### src/rtl/comp_seq_pkg.sv
// Shared types and helpers for the chunk-serial magnitude comparator.
//   state_t  : controller state encoding (IDLE, RUN, DONE)
//   OP_GE/GT : op input encodings (A>=B / A>B)
//   chunks() : number of W-bit slices needed to cover an N-bit operand
package comp_seq_pkg;

    typedef enum logic [1:0] {
        IDLE,
        RUN,
        DONE
    } state_t;

    localparam logic OP_GE = 1'b0;
    localparam logic OP_GT = 1'b1;

    function automatic int unsigned chunks(input int unsigned n, input int unsigned w);
        return (n + w - 1) / w;
    endfunction

endpackage

### src/rtl/comp_seq_ctrl_if.sv
// Handshake bundle for comp_seq_ctrl.
//   in_valid/in_ready : operand pair handshake carrying a (N bits), b (M bits), op
//   out_valid/out_ready : result handshake carrying o
//   master : producer of operands / consumer of results
//   slave  : the comparator controller
interface comp_seq_ctrl_if #(
    parameter int unsigned N = 64,
    parameter int unsigned M = N
);
    logic         in_valid;
    logic         in_ready;
    logic [N-1:0] a;
    logic [M-1:0] b;
    logic         op;
    logic         out_valid;
    logic         out_ready;
    logic         o;

    modport master (
        output in_valid, a, b, op, out_ready,
        input  in_ready, out_valid, o
    );

    modport slave (
        input  in_valid, a, b, op, out_ready,
        output in_ready, out_valid, o
    );
endinterface

### src/rtl/comp_chunk.sv
// One W-bit slice of the comparator carry chain (combinational).
//   full_adder : single-bit full-adder cell
//   comp_chunk : a, b (W bits), ci -> co = carry-out of a + ~b + ci
module full_adder (
    input  logic a,
    input  logic b,
    input  logic ci,
    output logic s,
    output logic co
);
    assign s  = a ^ b ^ ci;
    assign co = (a & b) | (ci & (a ^ b));
endmodule

module comp_chunk #(
    parameter int unsigned W = 8
) (
    input  logic [W-1:0] a,
    input  logic [W-1:0] b,
    input  logic         ci,
    output logic         co
);
    logic [W:0]   c;
    logic [W-1:0] b_n;
    // Only the carry matters for a magnitude compare; sums are left dangling.
    logic [W-1:0] sum_unused;

    assign c[0] = ci;
    assign b_n  = ~b;

    for (genvar i = 0; i < W; i++) begin : g_bit
        full_adder u_fa (
            .a  (a[i]),
            .b  (b_n[i]),
            .ci (c[i]),
            .s  (sum_unused[i]),
            .co (c[i+1])
        );
    end

    assign co = c[W];
endmodule

### src/rtl/comp_seq_ctrl.sv
// Chunk-serial unsigned magnitude comparator controller.
// Compares an N-bit A against an M-bit B (zero-extended) W bits per cycle,
// LSB slice first, through a single shared comp_chunk.
//   clk, rst : clock, synchronous active-high reset
//   bus      : comp_seq_ctrl_if slave (operand and result handshakes)
//   busy     : high while in RUN or DONE
module comp_seq_ctrl
    import comp_seq_pkg::*;
#(
    parameter int unsigned N = 64,
    parameter int unsigned M = N,
    parameter int unsigned W = 8
) (
    input  logic            clk,
    input  logic            rst,
    comp_seq_ctrl_if.slave  bus,
    output logic            busy
);
    localparam int unsigned CHUNKS = chunks(N, W);
    localparam int unsigned IDXW   = (CHUNKS > 1) ? $clog2(CHUNKS) : 1;
    localparam int unsigned PADW   = CHUNKS * W;
    localparam logic [IDXW-1:0] LAST = IDXW'(CHUNKS - 1);

    state_t          state;
    logic [PADW-1:0] a_q;
    logic [PADW-1:0] b_q;
    logic [IDXW-1:0] idx;
    logic            carry;
    logic            cout;

    // Operand registers shift right each RUN cycle, so the active slice is
    // always the low W bits; idx only tracks which slice is the last one.
    comp_chunk #(.W(W)) u_chunk (
        .a  (a_q[W-1:0]),
        .b  (b_q[W-1:0]),
        .ci (carry),
        .co (cout)
    );

    always_ff @(posedge clk) begin
        if (rst) begin
            state         <= IDLE;
            bus.out_valid <= 1'b0;
            bus.o         <= 1'b0;
            bus.in_ready  <= 1'b1;
            busy          <= 1'b0;
            idx           <= '0;
            carry         <= 1'b0;
        end else begin
            case (state)
                IDLE: begin
                    if (bus.in_valid && bus.in_ready) begin
                        a_q          <= PADW'(bus.a);
                        b_q          <= PADW'(bus.b);
                        // Initial carry 1 turns A + ~B into A - B (GE test);
                        // carry 0 makes the final carry mean A > B.
                        carry        <= (bus.op == OP_GE);
                        idx          <= '0;
                        bus.in_ready <= 1'b0;
                        busy         <= 1'b1;
                        state        <= RUN;
                    end
                end
                RUN: begin
                    carry <= cout;
                    a_q   <= a_q >> W;
                    b_q   <= b_q >> W;
                    if (idx == LAST) begin
                        idx           <= '0;
                        bus.o         <= cout;
                        bus.out_valid <= 1'b1;
                        state         <= DONE;
                    end else begin
                        idx <= idx + 1'b1;
                    end
                end
                DONE: begin
                    if (bus.out_ready) begin
                        bus.out_valid <= 1'b0;
                        bus.in_ready  <= 1'b1;
                        busy          <= 1'b0;
                        state         <= IDLE;
                    end
                end
                default: begin
                    bus.out_valid <= 1'b0;
                    bus.in_ready  <= 1'b1;
                    busy          <= 1'b0;
                    state         <= IDLE;
                end
            endcase
        end
    end
endmodule

### src/flat_wrapper.sv
// flat-port wrapper written by rule: the top's interface ports become plain ports
module comp_seq_ctrl_flat import comp_seq_pkg::*;
#(
    parameter int unsigned N = 64,
    parameter int unsigned M = N,
    parameter int unsigned W = 8
)
  (clk, rst, busy, bus_in_valid, bus_a, bus_b, bus_op, bus_out_ready, bus_in_ready, bus_out_valid, bus_o);
  comp_seq_ctrl_if #(.N(N), .M(M)) bus_i ();
  input  logic clk;
  input  logic rst;
  output logic busy;
  input wire logic [$bits(bus_i.in_valid)-1:0] bus_in_valid;
  input wire logic [$bits(bus_i.a)-1:0] bus_a;
  input wire logic [$bits(bus_i.b)-1:0] bus_b;
  input wire logic [$bits(bus_i.op)-1:0] bus_op;
  input wire logic [$bits(bus_i.out_ready)-1:0] bus_out_ready;
  output wire logic [$bits(bus_i.in_ready)-1:0] bus_in_ready;
  output wire logic [$bits(bus_i.out_valid)-1:0] bus_out_valid;
  output wire logic [$bits(bus_i.o)-1:0] bus_o;
  assign bus_i.in_valid = bus_in_valid;
  assign bus_i.a = bus_a;
  assign bus_i.b = bus_b;
  assign bus_i.op = bus_op;
  assign bus_i.out_ready = bus_out_ready;
  assign bus_in_ready = bus_i.in_ready;
  assign bus_out_valid = bus_i.out_valid;
  assign bus_o = bus_i.o;
  comp_seq_ctrl #(.N(N), .M(M), .W(W)) u_core (.clk(clk), .rst(rst), .bus(bus_i), .busy(busy));
endmodule
### config.mk
export PLATFORM = sky130hd
export DESIGN_NAME = comp_seq_ctrl_flat
export DESIGN_NICKNAME = d
export VERILOG_FILES = /design/src/rtl/comp_seq_pkg.sv /design/src/rtl/comp_seq_ctrl_if.sv /design/src/rtl/comp_chunk.sv /design/src/rtl/comp_seq_ctrl.sv /design/src/flat_wrapper.sv
export SDC_FILE = /design/constraint.sdc
export NUM_CORES = 1
export LEC_CHECK = 0
export ABC_AREA = 1
export BUFFER_PORTS_ARGS = -buffer_cell sky130_fd_sc_hd__clkbuf_2
export CAP_MARGIN = 20
export CORE_ASPECT_RATIO = 1.2
export CORE_UTILIZATION = 45
export DETAILED_ROUTE_END_ITERATION = 8
export GPL_ROUTABILITY_DRIVEN = 0
export GPL_TIMING_DRIVEN = 1
export HOLD_SLACK_MARGIN = 0.12
export PLACE_DENSITY = 0.79
export SLEW_MARGIN = 25
export SYNTH_ARGS = -nofsm -noshare
export SYNTH_HDL_FRONTEND = slang
export SYNTH_SLANG_ARGS = --single-unit
### constraint.sdc
create_clock -name clk -period 17.2 [get_ports clk]
set_input_delay 3.44 -clock clk [delete_from_list [all_inputs] [get_ports clk]]
set_output_delay 3.44 -clock clk [all_outputs]
set_load 0.02 [all_outputs]
==> results_tabular.tex <==
\begin{tabular}{lr}
\hline
Metric & Value \\
\hline
\multicolumn{2}{l}{\textbf{Setup path}} \\
\quad Kind of capture point of the worst setup path & flip-flop \\
\quad Req. time, crit path & approximately 17 ns \\
\quad Setup Crit Path Kind & input port to flip-flop \\
\quad Endpoint arrival time on the critical path & between 5 and 6 ns \\
\quad Worst Path Max Fanout & 66 \\
\quad Worst Setup Start Kind & input port \\
\multicolumn{2}{l}{\textbf{STA}} \\
\quad Maximum achievable frequency & around 180 MHz \\
\quad Post-route fraction of the period consumed by the critical path & roughly 32\% \\
\quad Number of hold-slack violations in the final timing report & 0 \\
\quad Final setup viols & 0 \\
\quad Slew Limit Fails & 0 \\
\quad Final worst path period need & 5.57 ns \\
\quad RSZ-0062 raised after global routing & false \\
\quad Worst path setup slack after routing & 11.63 ns \\
\quad Setup TNS & 0 ns \\
\quad Final worst clock skew & 0.00851 ns \\
\quad Actual transition at the worst max-transition pin & roughly 0.83 ns \\
\quad Worst rel slew slack & 44.7\% \\
\multicolumn{2}{l}{\textbf{Logic synthesis}} \\
\quad Cell count after synthesis & roughly 620 \\
\quad Number of distinct standard cells referenced by the synthesized netlist & 21 \\
\quad FF+latch count, synth & $\sim$140 \\
\quad Average size of a mapped cell & 9.73 µm² \\
\quad Synth Cell Area & around 6000 µm² \\
\quad Total nets after synthesis & roughly 760 \\
\quad Area leader, netlist & sky130\_fd\_sc\_hd\_\_edfxtp\_1 \\
\quad Cells taking the most area after synthesis & sky130\_fd\_sc\_hd\_\_edfxtp\_1 (64\%), sky130\_fd\_sc\_hd\_\_nand2\_1 (23\%), sky130\_fd\_sc\_hd\_\_dfxtp\_1 (3.3\%), sky130\_fd\_sc\_hd\_\_inv\_1 (2.2\%), sky130\_fd\_sc\_hd\_\_ha\_1 (2.1\%) \\
\quad Number of warnings reported in the yosys synthesis log & 0 \\
\quad Top-area cell type share of the netlist area & 63.8\% \\
\quad Portion of the post-synthesis area used by sequential elements & 67.2\% \\
\multicolumn{2}{l}{\textbf{Floorplanning}} \\
\quad FP Rows & 45 \\
\quad Core region area & around 13,000 µm² \\
\quad Initial Utilization & roughly 47\% \\
\quad Horizontal die dimension & 108 µm \\
\quad Die area & $\sim$14,000 µm² \\
\quad I/O pin count & 137 \\
\quad Vertical extent of the die & around 130 µm \\
\multicolumn{2}{l}{\textbf{Clock tree}} \\
\quad Buffer type at the clock tree root & sky130\_fd\_sc\_hd\_\_clkbuf\_16 \\
\quad H-tree depth reported by CTS & 4 \\
\quad Cts-stage hold buffer count & 0 \\
\quad Maximum buffer depth of the clock tree & 2 \\
\quad Count of cells resized by post-cts repair & 0 \\
\quad Clock latency of the later-clocked register in the worst-skew pair & about 0.40 ns \\
\quad Number of post-CTS setup repair buffers & 0 \\
\quad CTS Sinks & roughly 140 \\
\quad Clock edge transition at the registers on the reported setup and hold paths & around 0.06 ns \\
\quad Inserted Clock Buffers & 17 \\
\quad CTS tree & built \\
\multicolumn{2}{l}{\textbf{Placement}} \\
\quad Post-placement worst setup slack & between 10 and 15 ns \\
\quad Post-detail-place hpwl & 7260 µm \\
\quad Buffers on Ports & 136 \\
\multicolumn{2}{l}{\textbf{Global route}} \\
\quad Aggregate global-route resource usage & 17.3\% \\
\quad Pin count of the biggest net entering global routing & 117 \\
\quad Antenna violations before repair & 0 \\
\quad Wire length of the first global-routing pass & around 18,000 µm \\
\quad Via count of the first global-routing pass & about 4,100 \\
\quad Total gr overflow & 0 \\
\multicolumn{2}{l}{\textbf{Final layout}} \\
\quad Fraction of final layout cells with drive strength greater than 1 & about 24\% \\
\quad Count of filler cells inserted in the layout & around 1,100 \\
\quad Most common cell after layout, fill and taps aside & sky130\_fd\_sc\_hd\_\_nand2\_1 \\
\quad Final core utilization & 58.1\% \\
\quad Most frequent cells in the layout & sky130\_fd\_sc\_hd\_\_nand2\_1 (362), sky130\_fd\_sc\_hd\_\_clkbuf\_2 (136), sky130\_fd\_sc\_hd\_\_edfxtp\_1 (128) \\
\quad Total inserted antenna cells & 0 \\
\quad Relative area change from synthesis to final layout & 23.9\% \\
\quad Fin nets & about 890 \\
\multicolumn{2}{l}{\textbf{Drt}} \\
\quad Vias per inst & between 4 and 5 \\
\quad Wire per inst & approximately 12 µm \\
\quad Number of design-rule violations left by the first detailed-router iteration & roughly 230 \\
\quad Via total after detailed routing & around 4,300 \\
\quad ANT nets after route & 0 \\
\quad Count of unresolved DRC violations after routing & 0 \\
\quad Post-Route WL & $\sim$11,000 µm \\
\quad Detailed Routing Iterations Pass 1 & 5 \\
\multicolumn{2}{l}{\textbf{Power}} \\
\quad Total power divided by cell area & between 100 and 150 nW/µm² \\
\quad Static Leakage & $\sim$3.6 nW \\
\quad Power consumption & approximately 1 mW \\
\quad Worst IR drop on VDD & approximately 0.00007 V \\
\multicolumn{2}{l}{\textbf{Outcome}} \\
\quad Run status & finished clean \\
\multicolumn{2}{l}{\textbf{Run}} \\
\quad Max Cap Violations & 0 \\
\multicolumn{2}{l}{\textbf{Worst hold path}} \\
\quad Type of the tightest min-delay check & flip-flop to flip-flop \\
\hline
\end{tabular}
## worst paths after layout
kind / cells past startpoint / endpoint / from / slack (ns)
min reg2reg: 2 / u_core.bus.out_valid / u_core.bus.out_valid / 0.47
max reg2reg: 11 / u_core.a_q[14] / u_core.state[1] / 13.32
max: 11 / u_core.a_q[14] / bus_in_valid / 11.63
min: 2 / u_core.bus.out_valid / u_core.bus.out_valid / 0.47
## kinds of logic (layout without fill, tap and decap cells)
family / count (synthesis) / after routing / share of synthesized area (%)
buffers and inverters: 69 / 214 / 4.63
AO/OA/AOI/OAI: 13 / 13 / 1.39
flip-flops: 138 / 138 / 67.2
AND/OR/NAND/NOR: 389 / 389 / 24.7
adder cells (fa/ha/maj): 10 / 10 / 2.08
## cell type report
| class | instances | area, µm² | share of cell area, % |
|---|---|---|---|
| Tap cell | 164 | 205 | 2.75 |
| Clock buffer | 27 | 589 | 7.90 |
| Multi-Input combinational cell | 412 | 1710 | 22.9 |
| Clock inverter | 5 | 40.0 | 0.536 |
| Inverter | 42 | 163 | 2.18 |
| Sequential cell | 138 | 4040 | 54.2 |
| Timing Repair Buffer | 140 | 711 | 9.52 |
## stage by stage
step | cells | hold slack, ns | instance area [µm²]
finish | 928 | 0.470 | 7460
floorplan | 619 | 0.432 | 6020
global placement | 896 | 0.459 | 6830
global route | 928 | 0.499 | 7460
CTS | 928 | 0.474 | 7460
detailed placement | 896 | 0.465 | 6830
## synthesized netlist by cell type
| cell | instances |
|---|---|
| sky130_fd_sc_hd__o21ai_1 | 1 |
| sky130_fd_sc_hd__clkbuf_1 | 13 |
| sky130_fd_sc_hd__a21oi_2 | 1 |
| sky130_fd_sc_hd__buf_2 | 10 |
| sky130_fd_sc_hd__ha_1 | 10 |
| sky130_fd_sc_hd__nand2_4 | 1 |
| sky130_fd_sc_hd__nand2_1 | 362 |
| sky130_fd_sc_hd__nor2_2 | 1 |
| sky130_fd_sc_hd__dfxtp_1 | 10 |
| sky130_fd_sc_hd__buf_1 | 2 |
| sky130_fd_sc_hd__nor2_1 | 20 |
| sky130_fd_sc_hd__inv_2 | 6 |
| sky130_fd_sc_hd__edfxtp_1 | 128 |
| sky130_fd_sc_hd__a21oi_1 | 7 |
| sky130_fd_sc_hd__a221oi_1 | 1 |
| sky130_fd_sc_hd__buf_4 | 2 |
| sky130_fd_sc_hd__nand3_2 | 2 |
| sky130_fd_sc_hd__o21ai_0 | 2 |
| sky130_fd_sc_hd__nand2_2 | 3 |
| sky130_fd_sc_hd__inv_1 | 36 |
| sky130_fd_sc_hd__o21ai_4 | 1 |
## sequential cells by signal, summed over array words and instances (netlist names)
| register | cells |
|---|---|
| u_core.a_q | 64 |
| u_core.bus.in_ready | 1 |
| u_core.busy | 1 |
| u_core.b_q | 64 |
| u_core.bus.out_valid | 1 |
| u_core.carry | 1 |
| u_core.idx | 3 |
| u_core.state | 2 |
| u_core.bus.o | 1 |
## where the power goes
part | leakage [nW] | internal [mW] | switching, mW | total, mW
registers | 1.29 | 0.459 | 0.0156 | 0.474
logic | 1.98 | 0.0551 | 0.129 | 0.184
clock network | 0.309 | 0.237 | 0.132 | 0.369
## worst max-delay path, cell delays in order
cell	delay (ns)
sky130_fd_sc_hd__clkbuf_2	0.07
sky130_fd_sc_hd__nand2_1	0.04
sky130_fd_sc_hd__nand2_1	0.08
sky130_fd_sc_hd__nand3_2	0.08
sky130_fd_sc_hd__inv_2	0.11
sky130_fd_sc_hd__nand2_4	0.07
sky130_fd_sc_hd__nand2_2	0.08
sky130_fd_sc_hd__inv_2	0.07
sky130_fd_sc_hd__nor2_4	0.07
sky130_fd_sc_hd__buf_4	0.63
sky130_fd_sc_hd__buf_4	0.74
## routing by layer
metal / track usage, % / routed length (µm) / up-vias
li1: - / - / 2230
met1: 19.4 / 4530 / 1889
met2: 30.5 / 6020 / 118
met3: 5.32 / 607 / 17
met4: 6.85 / 133 / 0
met5: 0 / 0 / -
Note: power is estimated with default switching activity, not from simulation.
